==> src/rtl/sdram_pkg.sv <==
// Shared definitions for the SDRAM command-bus arbiter: command encodings,
// arbiter states and default bus widths.
package sdram_pkg;

  localparam int SDRAM_DATA_W = 16;
  localparam int SDRAM_ADDR_W = 13;
  localparam int SDRAM_BA_W   = 2;

  // {cs_n, ras_n, cas_n, we_n}
  localparam logic [3:0] CMD_NOP      = 4'b0111;
  localparam logic [3:0] CMD_ACTIVE   = 4'b0011;
  localparam logic [3:0] CMD_READ     = 4'b0101;
  localparam logic [3:0] CMD_WRITE    = 4'b0100;
  localparam logic [3:0] CMD_B_STOP   = 4'b0110;
  localparam logic [3:0] CMD_P_CHARGE = 4'b0010;
  localparam logic [3:0] CMD_AREF     = 4'b0001;
  localparam logic [3:0] CMD_MREG     = 4'b0000;

  typedef enum logic [2:0] {
    ARB_INIT  = 3'd0,
    ARB_IDLE  = 3'd1,
    ARB_AREF  = 3'd2,
    ARB_WRITE = 3'd3,
    ARB_READ  = 3'd4
  } arb_state_t;

  typedef enum logic {
    GRANT_WRITE = 1'b0,
    GRANT_READ  = 1'b1
  } grant_t;

endpackage

==> src/rtl/sdram_cmd_mux.sv <==
// Selects the granted sub-controller's {cmd, ba, addr} onto the SDRAM pins;
// the idle state parks the bus on NOP with all-ones bank/address.
module sdram_cmd_mux
  import sdram_pkg::*;
#(
  parameter int ADDR_W = SDRAM_ADDR_W,
  parameter int BA_W   = SDRAM_BA_W
) (
  input  arb_state_t        state,
  input  logic [3:0]        init_cmd,
  input  logic [BA_W-1:0]   init_ba,
  input  logic [ADDR_W-1:0] init_addr,
  input  logic [3:0]        aref_cmd,
  input  logic [BA_W-1:0]   aref_ba,
  input  logic [ADDR_W-1:0] aref_addr,
  input  logic [3:0]        wr_cmd,
  input  logic [BA_W-1:0]   wr_ba,
  input  logic [ADDR_W-1:0] wr_addr,
  input  logic [3:0]        rd_cmd,
  input  logic [BA_W-1:0]   rd_ba,
  input  logic [ADDR_W-1:0] rd_addr,
  output logic              cs_n,
  output logic              ras_n,
  output logic              cas_n,
  output logic              we_n,
  output logic [BA_W-1:0]   ba,
  output logic [ADDR_W-1:0] addr
);

  logic [3:0] cmd;

  always_comb begin
    cmd  = CMD_NOP;
    ba   = '1;
    addr = '1;
    case (state)
      ARB_INIT:  begin cmd = init_cmd; ba = init_ba; addr = init_addr; end
      ARB_AREF:  begin cmd = aref_cmd; ba = aref_ba; addr = aref_addr; end
      ARB_WRITE: begin cmd = wr_cmd;   ba = wr_ba;   addr = wr_addr;   end
      ARB_READ:  begin cmd = rd_cmd;   ba = rd_ba;   addr = rd_addr;   end
      default:   ;
    endcase
  end

  assign {cs_n, ras_n, cas_n, we_n} = cmd;

endmodule

==> src/rtl/sdram_arbit.sv <==
// SDRAM command-bus arbiter: grants init/refresh/write/read one at a time,
// alternates write/read on contention and aborts grants that never end.
module sdram_arbit
  import sdram_pkg::*;
#(
  parameter int         DATA_W      = SDRAM_DATA_W,
  parameter int         ADDR_W      = SDRAM_ADDR_W,
  parameter int         BA_W        = SDRAM_BA_W,
  parameter logic [9:0] TIMEOUT_CLK = 10'd1000
) (
  input  logic              sys_clk,
  input  logic              sys_rst,
  input  logic              init_end,
  input  logic [3:0]        init_cmd,
  input  logic [BA_W-1:0]   init_ba,
  input  logic [ADDR_W-1:0] init_addr,
  input  logic              aref_req,
  input  logic              aref_end,
  input  logic [3:0]        aref_cmd,
  input  logic [BA_W-1:0]   aref_ba,
  input  logic [ADDR_W-1:0] aref_addr,
  input  logic              wr_req,
  input  logic              wr_end,
  input  logic [3:0]        wr_cmd,
  input  logic [BA_W-1:0]   wr_ba,
  input  logic [ADDR_W-1:0] wr_addr,
  input  logic              wr_sdram_en,
  input  logic [DATA_W-1:0] wr_sdram_data,
  input  logic              rd_req,
  input  logic              rd_end,
  input  logic [3:0]        rd_cmd,
  input  logic [BA_W-1:0]   rd_ba,
  input  logic [ADDR_W-1:0] rd_addr,
  output logic              aref_en,
  output logic              wr_en,
  output logic              rd_en,
  output logic              sdram_cke,
  output logic              sdram_cs_n,
  output logic              sdram_ras_n,
  output logic              sdram_cas_n,
  output logic              sdram_we_n,
  output logic [BA_W-1:0]   sdram_ba,
  output logic [ADDR_W-1:0] sdram_addr,
  output logic [DATA_W-1:0] dq_out,
  output logic              dq_oe,
  output logic              err_timeout
);

  arb_state_t state, state_nxt;
  grant_t     last_grant, last_nxt;
  logic [9:0] cnt;
  logic       timeout, err_set, granted;

  assign timeout = (cnt == TIMEOUT_CLK - 10'd1);
  assign granted = (state == ARB_AREF) || (state == ARB_WRITE) || (state == ARB_READ);

  // A *_end arriving on the timeout cycle counts as a normal end, so no error.
  always_comb begin
    state_nxt = state;
    last_nxt  = last_grant;
    err_set   = 1'b0;
    case (state)
      ARB_INIT: if (init_end) state_nxt = ARB_IDLE;
      ARB_IDLE: begin
        if (aref_req)              state_nxt = ARB_AREF;
        else if (wr_req && rd_req) state_nxt = (last_grant == GRANT_READ) ? ARB_WRITE : ARB_READ;
        else if (wr_req)           state_nxt = ARB_WRITE;
        else if (rd_req)           state_nxt = ARB_READ;
      end
      ARB_AREF: if (aref_end || timeout) begin
        state_nxt = ARB_IDLE;
        err_set   = !aref_end;
      end
      ARB_WRITE: if (wr_end || timeout) begin
        state_nxt = ARB_IDLE;
        last_nxt  = GRANT_WRITE;
        err_set   = !wr_end;
      end
      ARB_READ: if (rd_end || timeout) begin
        state_nxt = ARB_IDLE;
        last_nxt  = GRANT_READ;
        err_set   = !rd_end;
      end
      default: state_nxt = ARB_INIT;
    endcase
  end

  always_ff @(posedge sys_clk or posedge sys_rst) begin
    if (sys_rst) begin
      state       <= ARB_INIT;
      last_grant  <= GRANT_READ;
      cnt         <= '0;
      err_timeout <= 1'b0;
    end else begin
      state      <= state_nxt;
      last_grant <= last_nxt;
      if (state_nxt != state) cnt <= '0;
      else if (granted)       cnt <= cnt + 10'd1;
      if (err_set) err_timeout <= 1'b1;
    end
  end

  assign aref_en   = (state == ARB_AREF);
  assign wr_en     = (state == ARB_WRITE);
  assign rd_en     = (state == ARB_READ);
  assign sdram_cke = 1'b1;
  assign dq_out    = wr_sdram_data;
  assign dq_oe     = wr_sdram_en && (state == ARB_WRITE);

  sdram_cmd_mux #(
    .ADDR_W (ADDR_W),
    .BA_W   (BA_W)
  ) u_cmd_mux (
    .state     (state),
    .init_cmd  (init_cmd),
    .init_ba   (init_ba),
    .init_addr (init_addr),
    .aref_cmd  (aref_cmd),
    .aref_ba   (aref_ba),
    .aref_addr (aref_addr),
    .wr_cmd    (wr_cmd),
    .wr_ba     (wr_ba),
    .wr_addr   (wr_addr),
    .rd_cmd    (rd_cmd),
    .rd_ba     (rd_ba),
    .rd_addr   (rd_addr),
    .cs_n      (sdram_cs_n),
    .ras_n     (sdram_ras_n),
    .cas_n     (sdram_cas_n),
    .we_n      (sdram_we_n),
    .ba        (sdram_ba),
    .addr      (sdram_addr)
  );

endmodule

==> config.mk <==
export PLATFORM = sky130hd
export DESIGN_NAME = sdram_arbit
export DESIGN_NICKNAME = d
export VERILOG_FILES = /design/src/rtl/sdram_pkg.sv /design/src/rtl/sdram_cmd_mux.sv /design/src/rtl/sdram_arbit.sv
export SDC_FILE = /design/constraint.sdc
export NUM_CORES = 1
export LEC_CHECK = 0
export BUFFER_PORTS_ARGS = -buffer_cell sky130_fd_sc_hd__buf_2
export CAP_MARGIN = 0
export CORE_MARGIN = 2
export CORE_UTILIZATION = 38
export DETAILED_ROUTE_END_ITERATION = 6
export HOLD_SLACK_MARGIN = 0.12
export PLACE_DENSITY = 0.81
export SLEW_MARGIN = 20
export SYNTH_ARGS = -nofsm -noshare
export SYNTH_HDL_FRONTEND = slang
export SYNTH_SLANG_ARGS = --single-unit
==> constraint.sdc <==
create_clock -name sys_clk -period 1.8 [get_ports sys_clk]
set_clock_uncertainty 0.05 [all_clocks]
set_input_delay 0.36 -clock sys_clk [delete_from_list [all_inputs] [get_ports sys_clk]]
set_output_delay 0.36 -clock sys_clk [all_outputs]
set_load 0.01 [all_outputs]
==> results of run 1 <==
-- worst min-delay path, stage by stage --
cell and delay (ns):
buf_2 0.08, o21ai_0 0.09, nand2_1 0.07, o21ai_0 0.07
-- cells by family after synthesis --
| family | Yosys count |
|---|---|
| AOI/OAI and AO/OA | 56 |
| DFF | 15 |
| muxes | 22 |
| adders and majority gates | 1 |
| xor gates and xnor gates | 9 |
| and+or+nand+nor | 63 |
| buffers and inverters | 33 |
| other | 1 |
-- final timing paths --
kind	from	endpoint
hold reg to reg	err_timeout$_DFFE_PP0P_	err_timeout$_DFFE_PP0P_
max in group asynchronous	sys_rst	state[1]$_DFF_PP0_
setup / recovery	state[1]$_DFF_PP0_	sdram_cas_n
min in group asynchronous	sys_rst	cnt[6]$_DFFE_PP0P_
setup reg to reg	state[1]$_DFF_PP0_	cnt[7]$_DFFE_PP0P_
hold / removal	wr_end	last_grant$_DFFE_PP1P_
-- registers in the layout (all words and copies together) (netlist names) --
signal       count
last_grant       1
cnt             10
state            3
err_timeout      1
-- layer usage --
layer  share of wire  routed length, um  vias up  global-route usage
met5               0                  0        -                   0
met4           0.022                125        0              0.0959
met3           0.073                410       13              0.0480
met2            0.51               2860       83               0.344
met1            0.40               2240      894               0.258
li1                -                  -      920                   -
-- power by group through the flow --
stage | sequential (mW) | combinational, mW | clock (mW)
2_1_floorplan | 0.427 | 1.33 | 0
3_3_place_gp | 0.436 | 1.90 | 0
3_5_place_dp | 0.439 | 1.94 | 0
4_1_cts | 0.452 | 2.11 | 0.289
5_1_grt | 0.455 | 2.48 | 0.306
6_report | 0.451 | 2.30 | 0.287
-- final cells by class --
class                   count  share of cell area
repair buffers            133               0.328
flip-flops and latches     15               0.155
clock inverters             1             0.00205
well taps                  50              0.0257
multi-input cells         153               0.466
clock buffers               3              0.0169
inverters                   3             0.00667
-- stage by stage --
stage	instance area, sq um	instances	setup WS [ns]	util	power [mW]
global placement	2170	344	0.0143	0.536	2.34
global route	2440	358	-0.332	0.601	3.24
floorplan	1620	200	0.0808	-	1.76
CTS	2330	352	-0.254	0.575	2.86
detailed placement	2170	344	-0.0238	0.536	2.38
finish	2440	358	-0.290	0.601	3.04
-- layout by cell type (no fill, tap or decap), drive strengths merged, types with 2 or more instances in the layout --
master	synthesis	layout
nand2	10	10
xor2	6	6
o21ai	7	7
a21oi	12	12
o211ai	1	2
nand2b	5	5
nor4	2	2
buf	23	131
and3	2	2
mux2i	12	12
xnor2	3	3
dfrtp	14	14
o22a	28	28
nand3	3	3
mux2	10	10
nor2b	2	2
inv	3	3
nand4	3	3
nor2	31	31
clkbuf	7	4
-- repair_timing --
| item | 4_1_cts | 5_1_grt |
|---|---|---|
| gates cloned | 1 | 1 |
| gates resized for setup | 19 | 19 |
| setup endpoints to repair | 24 | 32 |
| pin swaps | 19 | 14 |
| hold endpoints to repair | 14 | 0 |
| hold buffers | 1 | 0 |
| setup buffers | 2 | 5 |
==> impl_metrics.yaml, run 1 <==
worst_setup_path:
  cp-end-kind: "output pin"
  crit_chain: "clkbuf_16, or2_4, nor2_1, a21oi_1, o22a_1, buf_2"
  crit_type: "register to output pin"
  cpPeakStageDelay_ns: 0.46
  crit_cells: 6
  required_ns: 1.39
  start_kind: "register"
  crit_arrival_ns: 1.68
  critPathBufInv: 2
  reg2reg_depth: 7
  crit_fanout: 8
  crit_family: "flip-flops"
  crit_slowest_cell: "dfrtp_2"
  reg2reg_slack_ns: -0.12
logic_synthesis:
  synth_edf_count: 0
  synth.area.mux_share: 0.143
  seq_area_frac_synth: 0.232
  synth.area.top_cells: "dfrtp_1 22%, o22a_1 15%, buf_4 7.9%"
  async_flop_share: 1.00
  synthesis.area_sq_mm: 0.00162
  yosys.area.top_type: "dfrtp_1"
  postSynth.topFlopCell: "dfrtp_1"
  synth_top_area_frac: 0.216
  synth_xor_area_frac: 0.0485
  synth_compound_gate_area_share: 0.253
  syn_inst: 200
  synth_top_family_by_area: "compound AO/OA/AOI/OAI gates"
  synth_common_cells: "29 x nor2_1, 28 x o22a_1, 17 x buf_4"
  synth_most_common_cell: "nor2_1"
  avgSynthCellArea_sq_um: 8.12
  synth_fp_nets: 303
  synth_cell_types: 41
  synthAdderAreaFrac: 0.00770
  synthSimpleGateAreaFrac: 0.193
  yosys_warnings: 0
  ys_seq_elements: 15
finish:
  num-nets-final: 412
  antenna_cells: 0
  fill_cells: 369
  multi_input_area_sq_mm: 0.00114
  syn2layout_area_growth_pct: 50.1
  seq_area_sq_um: 378
  drive_gt1_frac: 0.539
clocking:
  root_buffer: "clkbuf_8"
  clk_pin_slew_worst_paths_ns: 0.06
  cts.sinks: 15
  max-clock-path-buffers: 2
  cts_made_buffers: 3
  cts_max_level: 1
  clkLatencyLatePin_ns: 0.26
  cts_tree: "built"
pwr:
  p_sw_frac: 0.436
  power_density_mw_per_mm2: 1250
  power_frac_seq: 0.149
  switchingPower_mw: 1.32
  internal_power_mw: 1.71
  cellLeakagePower_nw: 1.18
  p_comb_frac: 0.757
  vdd_drop_max_mv: 0.690
  pwr-share-clk: 0.094
global_route:
  grt_pass1_vias: 1759
  grt_util_all_layers: 0.209
  grt_max_degree: 20
  antenna_found_initial: 0
  grt.overflow.total: 0
  grt_pass1_wl_um: 8270
floorplanning:
  rows: 23
  die_w_um: 69.4
  core-area_sq_mm: 0.00406
  die_area_sq_mm: 0.00481
  die_y_um: 69.4
  initial_utilization: 0.400
  io_pins: 143
outcome:
  status: "complete, but fails checks"
  failed_checks: "setup timing"
route:
  drt.antenna.violating_nets: 0
  first_pass_iters: 4
  vias: 1910
  drc_errors: 0
  wire_per_inst_um: 15.8
  viasPerCell: 5.34
  wirelength_um: 5640
  drt_iter0_drc: 93
sta:
  finalSetupTns_ns: -5.00
  hold_ws_ns: 0.371
  finalHoldViolCount: 0
  layout_setup_ws_ns: -0.290
  period_share: 1.16
  maxSlewViolCount: 0
  setup_viol: 24
  grt_setup_unrepaired: "yes"
  relSlewSlack: 0.606
  min_period_ns: 2.09
  fmax_ghz: 0.479
  worst_pin_slew_ns: 0.591
job:
  cap_violations: 0
hold_path:
  worst_hold_path_type: "primary input to register"
  holdPathStages: 4
place:
  dp_hpwl_um: 3910
  io_buffers: 109
  gp_congestion: 0.899
(Power assumes the default switching activity.)
==> run 2: changes to the inputs <==
--- a/config.mk
+++ b/config.mk
@@ -10,6 +10,7 @@
 export CORE_MARGIN = 2
 export CORE_UTILIZATION = 38
 export DETAILED_ROUTE_END_ITERATION = 6
+export GPL_ROUTABILITY_DRIVEN = 0
 export HOLD_SLACK_MARGIN = 0.12
 export PLACE_DENSITY = 0.81
 export SLEW_MARGIN = 20
==> constraint.sdc (replaced) <==
create_clock -name sys_clk -period 1.8 [get_ports sys_clk]
set_clock_uncertainty 0.05 [all_clocks]
set_input_delay 0 -clock sys_clk [delete_from_list [all_inputs] [get_ports sys_clk]]
set_output_delay 0 -clock sys_clk [all_outputs]
set_load 0.01 [all_outputs]
==> run 2 against run 1 <==
  * Clock power is 3% lower
  * Sequential power is 2% lower
  * Global-route usage is 0.36 points higher
  * The flow still finishes with violations (setup timing)
  * Critical endpoint is now sdram_addr[6]
  * Cell count is 4.5% higher
  * Combinational power is 3% higher
==> impl_metrics.yaml, run 2 (same netlist as run 1, synthesis figures left out) <==
outcome:
  status: "complete, but fails checks"
  failed_checks: "setup timing"
finish:
  multi_input_area_sq_mm: 0.00111
  syn2layout_area_growth_pct: 58.8
  largest_reg_flops: 10
  largest_register: "cnt"
  antenna_cells: 0
  top_regs: "cnt: 10 flops, state: 3 flops"
  drive_gt1_frac: 0.506
  num-nets-final: 428
  fill_cells: 334
  seq_area_sq_um: 379
  final_common_cell: "buf_2"
  final_cell_mix: "109 x buf_2, 28 x o22a_1, 22 x nor2_1, 22 x dlygate4sd3_1"
clocking:
  root_buffer: "clkbuf_8"
  max-clock-path-buffers: 2
  clk_pin_slew_worst_paths_ns: 0.06
  clkLatencyLatePin_ns: 0.25
  cts.sinks: 15
  cts_max_level: 1
  cts_tree: "built"
  cts_made_buffers: 3
sta:
  setup_viol: 2
  grt_setup_unrepaired: "yes"
  fmax_ghz: 0.547
  period_share: 1.02
  min_period_ns: 1.83
  relSlewSlack: 0.611
  layout_setup_ws_ns: -0.0283
  finalHoldViolCount: 0
  worst_pin_slew_ns: 0.583
  maxSlewViolCount: 0
place:
  io_buffers: 109
  dp_hpwl_um: 3900
  dp_slack_ns: 0.0400
global_route:
  grt_util_all_layers: 0.212
  antenna_found_initial: 0
  grt_max_degree: 21
  grt_pass1_vias: 1879
  grt.overflow.total: 0
  grt_pass1_wl_um: 8610
worst_setup_path:
  cp-end-kind: "output pin"
  crit_chain: "buf_6, buf_6, or2_4, nor2_1, a21oi_1, o22a_1, buf_2"
  cpPeakStageDelay_ns: 0.44
  crit_top_cell: "buf_6"
  crit_type: "register to output pin"
  reg2reg_depth: 9
  crit_slowest_cell: "dfrtp_2"
  crit_cells: 7
  crit_arrival_ns: 1.78
  start_kind: "register"
  crit_fanout: 8
  crit_family: "flip-flops"
  critPathBufInv: 3
  required_ns: 1.75
hold_path:
  worst_hold_path_type: "primary input to register"
  holdPathStages: 4
route:
  viasPerCell: 5.32
  wirelength_um: 5540
  drc_errors: 0
  vias: 1990
  drt.antenna.violating_nets: 0
  first_pass_iters: 4
  wire_per_inst_um: 14.8
  drt_iter0_drc: 79
pwr:
  cellLeakagePower_nw: 1.21
  power_mw: 3.08
  power_density_mw_per_mm2: 1190
  vdd_drop_max_mv: 0.730
job:
  cap_violations: 0
floorplanning:
  io_pins: 143
  initial_utilization: 0.400
  rows: 23
  core-area_sq_mm: 0.00406
  die_area_sq_mm: 0.00481
  die_w_um: 69.4
  die_y_um: 69.4
[run 2: cell count changes in the layout (fill, tap and decap cells not counted), sizes merged]
cell and delta:
clkbuf -1, buf -3, dlygate4sd3 +21, o211ai -1
[run 2: final cells by class]
type	count	area share
Multi-Input combinational cell	152	0.432
Clock inverter	1	0.00194
Timing Repair Buffer	150	0.374
Tap cell	50	0.0243
Inverter	3	0.00437
Clock buffer	3	0.0160
Sequential cell	15	0.147
[run 2: worst reg2reg max path, delay by kind of cell, from the launching register on]
| kind | cells | cell delay, ns |
|---|---|---|
| buffers and inverters | 4 | 0.62 |
| flip-flops | 1 | 0.44 |
| AND/OR/NAND/NOR | 3 | 0.33 |
| multiplexers | 1 | 0.14 |
| AO/OA/AOI/OAI | 1 | 0.07 |
[run 2: final timing paths]
path	startpoint	slack [ns]	to
worst max-delay path	state[1]$_DFF_PP0_	-0.03	sdram_addr[6]
max in group asynchronous	sys_rst	0.99	state[1]$_DFF_PP0_
worst min register to register	err_timeout$_DFFE_PP0P_	0.44	err_timeout$_DFFE_PP0P_
min in group asynchronous	sys_rst	0.30	state[0]$_DFF_PP0_
worst min-delay path	wr_req	0.22	state[2]$_DFF_PP0_
worst max register to register	state[1]$_DFF_PP0_	0.09	cnt[9]$_DFFE_PP0P_
[run 2: timing repair]
action | in CTS | in global routing
buffers inserted | 0 | 8
gates resized for setup | 7 | 21
hold endpoints to repair | 35 | 0
hold buffers | 22 | 0
pin swaps | 0 | 9
endpoints found under the setup margin | 18 | 18
[run 2: metrics by stage]
stage	area [sq um]	utilization	setup TNS, ns	std cells	hold WS (ns)
floorplan	1620	-	0	200	-0.149
global placement	2130	0.525	0	340	-0.0499
detailed placement	2130	0.525	0	340	-0.0499
CTS	2420	0.596	0	366	0.176
global route	2580	0.636	-0.294	374	0.241
finish	2580	0.636	-0.0390	374	0.217
[run 2: layer usage]
metal / up-vias / part of all wire / GRT usage
li1: 949 / - / -
met1: 924 / 0.37 / 0.248
met2: 102 / 0.54 / 0.397
met3: 15 / 0.066 / 0.0247
met4: 0 / 0.024 / 0.0719
met5: - / 0 / 0
[run 2: power breakdown]
part	switching, mW	internal [mW]
registers	0.0518	0.390
clock network	0.123	0.154
logic	1.15	1.20
total	1.33	1.75
